## config.mk

```make
export PLATFORM = sky130hd
export DESIGN_NAME = jk_bank_arbiter
export DESIGN_NICKNAME = d
export VERILOG_FILES = /design/src/rtl/jk_bank_arbiter.sv
export SDC_FILE = /design/constraint.sdc
export NUM_CORES = 1
export LEC_CHECK = 0
export ABC_AREA = 1
export ABC_CLOCK_PERIOD_IN_PS = 1700
export BUFFER_PORTS_ARGS = -buffer_cell sky130_fd_sc_hd__buf_4
export CAP_MARGIN = 10
export CORE_UTILIZATION = 50
export CTS_CLUSTER_DIAMETER = 40
export DETAILED_ROUTE_END_ITERATION = 10
export PLACE_DENSITY = 0.83
export SETUP_SLACK_MARGIN = 0.02
export SYNTH_ARGS = -nofsm -noshare
export SYNTH_HDL_FRONTEND = slang
export SYNTH_SLANG_ARGS = --single-unit
```

## constraint.sdc

```tcl
create_clock -name clk -period 1.7 [get_ports clk]
set_clock_uncertainty 0.2 [all_clocks]
set_input_delay 0.34 -clock clk [delete_from_list [all_inputs] [get_ports clk]]
set_output_delay 0.34 -clock clk [all_outputs]
set_load 0.01 [all_outputs]
```

## src/rtl/jk_bank_arbiter.sv

```systemverilog
// Two-requester round-robin arbiter driving a shared N-bit JK flip-flop bank.
// A granted command applies its JK op to the masked bits for max(cnt,1) cycles.
module jk_bank_arbiter #(
  parameter int N  = 8,
  parameter int CW = 4
) (
  input  logic          clk,
  input  logic          rst,
  input  logic          req0_valid,
  output logic          req0_ready,
  input  logic [1:0]    req0_op,
  input  logic [N-1:0]  req0_mask,
  input  logic [CW-1:0] req0_cnt,
  input  logic          req1_valid,
  output logic          req1_ready,
  input  logic [1:0]    req1_op,
  input  logic [N-1:0]  req1_mask,
  input  logic [CW-1:0] req1_cnt,
  input  logic          abort,
  output logic [N-1:0]  q,
  output logic          busy,
  output logic          done,
  output logic          done_id,
  output logic          done_aborted
);

  typedef enum logic [1:0] {IDLE, EXEC, DONE} state_t;

  state_t        state, state_n;
  logic [1:0]    op_r, op_n;
  logic [N-1:0]  mask_r, mask_n, q_n, opval;
  logic [CW-1:0] rem, rem_n, cnt_sel;
  logic          id_r, id_n, ab_r, ab_n, last_grant, last_n, sel;

  // Tie goes to the requester that was not granted last.
  assign sel        = req1_valid && (!req0_valid || !last_grant);
  assign req0_ready = (state == IDLE) && req0_valid && !sel;
  assign req1_ready = (state == IDLE) && req1_valid && sel;
  assign cnt_sel    = sel ? req1_cnt : req0_cnt;

  always_comb begin
    state_n = state;
    op_n    = op_r;
    mask_n  = mask_r;
    rem_n   = rem;
    id_n    = id_r;
    ab_n    = ab_r;
    last_n  = last_grant;
    q_n     = q;
    case (op_r)
      2'b01:   opval = '0;
      2'b10:   opval = '1;
      2'b11:   opval = ~q;
      default: opval = q;
    endcase
    unique case (state)
      IDLE: begin
        if (req0_ready || req1_ready) begin
          op_n    = sel ? req1_op : req0_op;
          mask_n  = sel ? req1_mask : req0_mask;
          id_n    = sel;
          ab_n    = 1'b0;
          rem_n   = (cnt_sel == '0) ? CW'(1) : cnt_sel;
          state_n = EXEC;
        end
      end
      EXEC: begin
        if (abort) begin
          ab_n    = 1'b1;
          state_n = DONE;
        end else begin
          q_n   = (q & ~mask_r) | (opval & mask_r);
          rem_n = rem - CW'(1);
          if (rem == CW'(1)) state_n = DONE;
        end
      end
      DONE: begin
        last_n  = id_r;
        state_n = IDLE;
      end
      default: state_n = IDLE;
    endcase
  end

  always_ff @(posedge clk or negedge rst) begin
    if (!rst) begin
      state        <= IDLE;
      op_r         <= '0;
      mask_r       <= '0;
      rem          <= '0;
      id_r         <= 1'b0;
      ab_r         <= 1'b0;
      last_grant   <= 1'b1;
      q            <= '0;
      busy         <= 1'b0;
      done         <= 1'b0;
      done_id      <= 1'b0;
      done_aborted <= 1'b0;
    end else begin
      state      <= state_n;
      op_r       <= op_n;
      mask_r     <= mask_n;
      rem        <= rem_n;
      id_r       <= id_n;
      ab_r       <= ab_n;
      last_grant <= last_n;
      q          <= q_n;
      busy       <= (state_n != IDLE);
      done       <= (state_n == DONE);
      if (state_n == DONE) begin
        done_id      <= id_n;
        done_aborted <= ab_n;
      end
    end
  end

endmodule

```

==> results of run 1 <==
[synth_stat cells, types with 2 or more instances]
cell type	n
o21ai_0	14
a22oi_1	10
o31ai_1	9
ha_1	2
a21oi_1	13
inv_1	28
buf_2	2
dfrtp_1	30
nand3_1	9
nor2_1	8
inv_2	2
nand2_2	2
nand2_1	41
[placed cells by master, fill, tap and decap left out, types with 2 or more instances in the layout]
| master | instances |
|---|---|
| nor2_4 | 4 |
| clkbuf_4 | 5 |
| o21ai_0 | 9 |
| inv_2 | 3 |
| buf_6 | 3 |
| nand3_1 | 9 |
| dfrtp_1 | 29 |
| nand2_1 | 39 |
| nor2_1 | 6 |
| o21ai_1 | 6 |
| o31ai_1 | 9 |
| ha_1 | 2 |
| nand2_2 | 3 |
| inv_1 | 26 |
| nand2_4 | 2 |
| buf_4 | 54 |
| a22oi_1 | 10 |
| a21oi_1 | 12 |
[what timing repair did]
| item | in CTS | in global routing |
|---|---|---|
| hold endpoints to repair | 30 | 0 |
| hold buffers | 1 | 0 |
| setup endpoints to repair | 2 | 14 |
| pin swaps | 2 | 4 |
| cloned | 0 | 1 |
| resized for setup | 10 | 11 |
| buffers inserted | 3 | 3 |
[final timing paths]
path	slack, ns	from	to	cells past startpoint
max	-0.11	state[1]	req0_ready	4
min	0.06	req0_mask[5]	mask_r[5]	3
max reg2reg	0.13	last_grant	rem[1]	9
min reg2reg	0.29	register	register	1
max in group asynchronous	0.71	rst	last_grant	2
min in group asynchronous	0.26	rst	mask_r[1]	2
[power by group through the flow]
stage	clock [mW]	combinational (mW)	sequential [mW]
finish	0.438	1.77	1.34
CTS	0.452	1.67	1.33
global route	0.475	1.96	1.38
detailed placement	0	1.58	1.34
global placement	0	1.51	1.33
floorplan	0	0.983	1.36
[worst max-delay path, cell delays in order (launching register included)]
cell     delay, ns
dfrtp_1       0.42
nor2_4        0.17
nand2_1       0.11
nor2_4        0.13
buf_6         0.11
[layer usage]
layer,up-vias,track usage (%),part of all wire [%]
met5,-,0,0
met4,0,15.0,2.9
met3,14,6.58,6.0
met2,47,45.2,50
met1,696,27.6,41
li1,726,-,-
[through the flow]
step                      setup TNS, ns  utilization (%)  setup WS, ns
final                            -0.202             74.1        -0.110
after global routing             -0.329             74.1        -0.173
after CTS                        -0.214             72.4        -0.108
after detailed placement              0             68.2        0.0431
after global placement                0             68.2         0.136
after floorplan                       0                -         0.205
[cells by family (layout without fill, tap and decap cells)]
kind of cell | after synthesis | after routing | share of synthesized area [%]
AND/OR/NAND/NOR | 65 | 66 | 18.4
AO/OA/AOI/OAI | 50 | 50 | 19.8
buffers and inverters | 35 | 96 | 9.81
flip-flops | 31 | 31 | 50.4
adder cells (fa/ha/maj) | 2 | 2 | 1.62
[final cells by class]
type | instances | share of cell area [%]
Clock buffer | 6 | 2.45
Clock inverter | 1 | 0.239
Multi-Input combinational cell | 118 | 31.2
Tap cell | 31 | 1.85
Inverter | 31 | 5.67
Timing Repair Buffer | 58 | 21.4
Sequential cell | 31 | 37.1
==> metrics.txt, run 1 <==
Async SR Flop Fraction=100%; critical setup path kind=register to output port; Layout area overhead=35.8%; sequential-to-total area share from yosys stat=approximately 50%; Post-Syn Area=1540 um2; Synth area leader=dfrtp_1; Final nets=280; Final Hold Viols=0; total gr overflow=0; Hold Slack=between 0.05 and 0.06 ns; post-route ant nets=0; Finished Layout Cells=276; count of cell types in the netlist=26; Tmin final=1.81 ns; synth top area cells=dfrtp_1 49%, nand2_1 10%, inv_1 6.8%; area taken by multi-input logic gates=roughly 650 um2; DR pass1 iterations=7; TritonCTS Buffers=5; P_sw=1.47 mW; via count=~1500; Crit path required time=approximately 1.2 ns; PwrDens=1690 nW/um2; IO buf count=46; clock latency on the worst-skew pair=0.33 ns; routed wire length=3850 um; Clock power frac=12.4%; HPWL after DPL=~2700 um; row count=19; Ant. Diodes=0; initial antenna violation count=0; leakage=1.11 nW; failing checks=DRC, setup timing; Worst-Margin Slew=0.383 ns; Core Area=2830 um2; Post-Place Cells=261; Ys Warns=0; drt wl/cell=13.9 um; Final Max Tran Viols=0; Seq cells post-synth=31; vias in the first global route=1521; Primary FF master, synth=dfrtp_1; layout cell share with drive strength beyond 1=33.5%; Tot Pwr=3.54 mW; area share of the largest cell type after synthesis=48.7%; post-synthesis cell count=183; routability cong.=roughly 0.77; sequential share of power=between 30% and 40%; Worst setup EP type=output port; htree depth=2; EDFF count, synth=0; Worst VDD drop=around 0.0010 V; Clock Tree Buf Depth=2; FF+latch area=~780 um2; Post-Syn Area per Cell=between 8 and 9 um2; status=complete, but fails checks; largest net degree at the start of global routing=32; # DRC=4; Worst Hold Class=primary input to register; Switching Fraction=41.5%; number of fill cells in the layout=220; Gate power share=about half; Worst Path Arrival=between 1 and 1.5 ns; clock slew at reported path FFs=0.10 ns; fin area=approximately 2100 um2; drt via density=5.37; Clk Tree Root Cell=clkbuf_4; Clock Sinks=31; DRT iter0 DRCs=96; RSZ-0062 raised after global routing=true; max_slew headroom=74.4%; critical path peak fanout=3; CTS tree=done; Initial Util=about 55%; DIE AREA=3310 um2; CP startpoint kind=register; die height=57.5 um; fin worst setup slack=-0.110 ns; Syn Nets=218; placed inst area=1930 um2; max-cap viol count=0; period utilization=106%; total global routing track utilization=25.7%; I/O Pins=47; f_max=552 MHz; Internal Power=2.07 mW; first-pass GRT wire length=6270 um; Setup violations, final=2; width of the die=roughly 58 um
(Power assumes the default switching activity.)
==> run 2, diff against run 1 <==
--- a/config.mk
+++ b/config.mk
@@ -17,3 +17,4 @@
 export SYNTH_ARGS = -nofsm -noshare
 export SYNTH_HDL_FRONTEND = slang
 export SYNTH_SLANG_ARGS = --single-unit
+export TNS_END_PERCENT = 10
==> metrics.txt, run 2 (synthesis gave the netlist of run 1 again) <==
Critical R2R Launch=state[0]; worst slack, placed=0.0431 ns; routability cong.=0.769; HPWL after DPL=2700 um; Initial Util=54.5%; f_max=553 MHz; max-cap viol count=0; Final nets=277; largest net degree at the start of global routing=32; Layout area overhead=34.1%; critical setup path kind=register to output port; CTS tree=done; Tmin final=1.81 ns; status=complete, but fails checks; Core Area=between 2000 and 3000 um2; Final Max Tran Viols=0; DRT iter0 DRCs=84; Finished Layout Cells=273; row count=19; Hold Slack=~0.053 ns; layout cell share with drive strength beyond 1=32.6%; drt wl/cell=13.7 um; IO buf count=46; first-pass GRT wire length=about 6300 um; total global routing track utilization=25.7%; most frequent cells in the layout=52 x buf_4, 39 x nand2_1, 29 x dfrtp_1; DIE AREA=3310 um2; Worst setup EP type=output port; commonest non-fill, non-tap cell in the layout=buf_4; vias in the first global route=1521; Clk Tree Root Cell=clkbuf_4; I/O Pins=47; clock latency on the worst-skew pair=roughly 0.33 ns; Final Hold Viols=0; FF+latch area=778 um2; routed wire length=3740 um; CP Launch Point=state[1]; RSZ-0062 raised after global routing=true; Worst Hold Class=primary input to register; period utilization=106%; Setup violations, final=2; via count=~1500; leakage=~1.1 nW; PwrDens=roughly 1700 nW/um2; Post-Place Cells=261; number of fill cells in the layout=224; setup TNS=-0.207 ns; total gr overflow=0; post-route ant nets=0; Ant. Diodes=0; DR pass1 iterations=7; TritonCTS Buffers=5; clock slew at reported path FFs=0.10 ns; Worst VDD drop=0.00105 V; Worst Path Arrival=1.27 ns; htree depth=2; worst hold start=req0_mask[5]; die height=57.5 um; Clock Sinks=31; fin worst setup slack=-0.108 ns; CP startpoint kind=register; Clock Tree Buf Depth=2; width of the die=57.5 um; # DRC=4; max_slew headroom=74.5%; failing checks=DRC, setup timing; critical path peak fanout=3; Worst-Margin Slew=0.382 ns; Crit path required time=1.16 ns; drt via density=roughly 5.4; area taken by multi-input logic gates=~640 um2; initial antenna violation count=0
==> run 2: changes by cell type in the layout (fill, tap and decap cells not counted), sizes merged <==
cell and delta:
buf -2, nor2 -1
==> run 2: worst max-delay path, stage by stage (launching register included) <==
cell,delay [ns]
dfrtp_1,0.42
nor2_4,0.17
nand2_1,0.11
nor2_4,0.13
buf_6,0.11
==> run 2: layout make-up <==
class	count	share of cell area, %
sequential	31	37.6
multi-input combinational	117	31.1
timing repair buffer	56	21.0
inverter	31	5.74
clock buffer	6	2.48
tap	31	1.87
clock inverter	1	0.242
==> run 2: layer usage <==
metal  share of wire, %  track usage (%)
met5                  0                0
met1                 42             27.6
met4                2.3             15.0
met3                5.2             6.58
met2                 50             45.2
==> run 2: power breakdown <==
group	total [mW]	internal (mW)	switching, mW
clock network	0.440	0.191	0.249
logic	1.73	0.749	0.976
registers	1.34	1.11	0.222
total	3.50	2.05	1.45
==> run 2: final timing paths <==
check                             endpoint  slack [ns]  cells past startpoint
worst max-delay path            req0_ready       -0.11                      4
max in group asynchronous       last_grant        0.71                      2
worst max register to register    register        0.08                      6
min in group asynchronous        mask_r[7]        0.26                      2
worst min register to register    register        0.29                      1
worst min-delay path             mask_r[5]        0.05                      3
==> run 2: timing repair <==
action,4_1_cts,5_1_grt
setup endpoints to repair,2,14
buffers inserted,3,1
pin swaps,2,2
hold buffers,1,0
endpoints found under the hold margin,30,0
resized for setup,10,11
==> run 2: through the flow <==
stage                     instance area (um2)  util [%]  total power, mW
after detailed placement                 1930      68.2             2.92
after CTS                                2050      72.4             3.45
final                                    2070      73.2             3.50
after floorplan                          1540         -             2.34
after global placement                   1930      68.2             2.84
after global routing                     2070      73.2             3.78
==> run 3, diff against run 2 <==
--- a/config.mk
+++ b/config.mk
@@ -9,10 +9,11 @@
 export ABC_CLOCK_PERIOD_IN_PS = 1700
 export BUFFER_PORTS_ARGS = -buffer_cell sky130_fd_sc_hd__buf_4
 export CAP_MARGIN = 10
-export CORE_UTILIZATION = 50
+export CORE_UTILIZATION = 53
+export CTS_BUF_LIST = sky130_fd_sc_hd__clkbuf_4
 export CTS_CLUSTER_DIAMETER = 40
 export DETAILED_ROUTE_END_ITERATION = 10
-export PLACE_DENSITY = 0.83
+export PLACE_DENSITY = 0.87
 export SETUP_SLACK_MARGIN = 0.02
 export SYNTH_ARGS = -nofsm -noshare
 export SYNTH_HDL_FRONTEND = slang
==> metrics.txt, run 3 (synthesis gave the netlist of run 1 again) <==
Clock Tree Buf Depth=2; Worst-Margin Slew=0.395 ns; total gr overflow=0; total global routing track utilization=25.2%; commonest non-fill, non-tap cell in the layout=buf_4; CTS tree=done; die height=56.0 um; worst slack, placed=0.0598 ns; Internal Power=2.17 mW; PwrDens=around 1700 nW/um2; drt wl/cell=13.3 um; Gate power share=47.4%; Tot Pwr=3.61 mW; GR peak layer=met2; # DRC=0; DR pass1 iterations=4; row count=19; critical path peak fanout=3; DRT iter0 DRCs=58; CP startpoint kind=register; Final Hold Viols=0; Worst setup EP type=output port; fin worst setup slack=-0.138 ns; first-pass GRT wire length=6030 um; P_sw=roughly 1.4 mW; Tmin final=1.84 ns; post-route ant nets=0; Clk Tree Root Cell=clkbuf_4; HPWL after DPL=2450 um; Worst Path Arrival=about 1.3 ns; layout cell share with drive strength beyond 1=about a third; Ant. Diodes=0; Setup violations, final=2; routing usage on met1=31.7%; Core Area=2760 um2; status=complete, but fails checks; TritonCTS Buffers=5; htree depth=2; Finished Layout Cells=276; Post-Place Cells=261; f_max=between 500 and 600 MHz; leakage=about 1.1 nW; FF+latch area=between 700 and 800 um2; RSZ-0062 raised after global routing=true; sequential share of power=37.0%; Worst VDD drop=0.00127 V; routed wire length=3670 um; max-cap viol count=0; Clock power frac=15.6%; Crit path required time=1.16 ns; Hold Slack=0.0571 ns; GR Util met3=4.42%; GRT met2 Usage=a little over two fifths; clock latency on the worst-skew pair=0.33 ns; critical setup path kind=register to output port; width of the die=56.0 um; DIE AREA=3130 um2; Layout area overhead=36.2%; drt via density=5.42; Worst Hold Class=primary input to register; Switching Fraction=around 40%; routability cong.=roughly 0.83; failing checks=setup timing; period utilization=108%; Final Max Tran Viols=0; I/O Pins=47; most frequent cells in the layout=55 x buf_4, 39 x nand2_1, 29 x dfrtp_1; Finished Core Util=between 70% and 80%; Clock Sinks=31; max_slew headroom=between 70 and 80%; vias in the first global route=1395; clock slew at reported path FFs=0.10 ns; initial antenna violation count=0; Initial Util=55.9%; IO buf count=46; Final nets=279; number of fill cells in the layout=213; area taken by multi-input logic gates=643 um2; via count=1497; largest net degree at the start of global routing=32
==> run 3: changes by cell type in the layout (fill, tap and decap cells not counted) <==
cell and delta:
o21ai_0 +5, o21ai_1 -5, buf_4 +3, buf_6 -1, bufinv_16 +1, clkbuf_8 -1
clkinv_1 +1, nand2_2 -1, nand2_4 +1, nor2_2 +1, nor2_4 -1
==> run 3: final timing paths <==
check	slack, ns	cells after the start	from	to
setup / recovery	-0.14	6	last_grant	req1_ready
setup reg to reg	0.08	9	last_grant	rem[3]
hold / removal	0.06	3	req0_mask[2]	mask_r[2]
max in group asynchronous	0.70	2	rst	last_grant
hold reg to reg	0.28	1	register	register
min in group asynchronous	0.27	2	rst	rem[2]
==> run 3: cell type report <==
type / count / share of cell area [%]
sequential: 31 / 37.0
clock inverter: 3 / 1.85
inverter: 31 / 5.66
multi-input combinational: 117 / 30.6
clock buffer: 5 / 1.79
tap: 31 / 1.85
timing repair buffer: 58 / 21.2
==> run 3: per-stage QoR <==
stage               cell area [um2]  setup TNS, ns
floorplan                      1540              0
global route                   2100         -0.399
global placement               1930              0
finish                         2100         -0.271
CTS                            2070         -0.255
detailed placement             1930              0
==> run 3: per-layer routing <==
metal  routed length [um]  vias to the layer above  share of wire, %
li1                     -                      727                 -
met1                 1560                      703                43
met2                 1850                       59                51
met3                  179                        8               4.9
met4                   72                        0               2.0
met5                    0                        -                 0
==> run 3: what timing repair did <==
action | CTS | global route
hold endpoints to repair | 30 | 0
endpoints found under the setup margin | 2 | 7
buffers inserted | 4 | 2
hold buffers | 1 | 0
pin swaps | 4 | 3
gates resized for setup | 8 | 7
==> run 3: power groups by stage <==
| stage | clock network [mW] | logic (mW) | registers (mW) |
|---|---|---|---|
| 2_1_floorplan | 0 | 0.983 | 1.36 |
| 3_3_place_gp | 0 | 1.50 | 1.32 |
| 3_5_place_dp | 0 | 1.56 | 1.33 |
| 4_1_cts | 0.565 | 1.66 | 1.32 |
| 5_1_grt | 0.600 | 1.90 | 1.38 |
| 6_report | 0.564 | 1.71 | 1.34 |
==> run 3: critical path, cell delays in order (launching register included) <==
cell	delay, ns
dfstp_2	0.55
nand2_2	0.08
nand2_4	0.08
inv_4	0.05
nand2_4	0.06
inv_2	0.04
buf_6	0.11
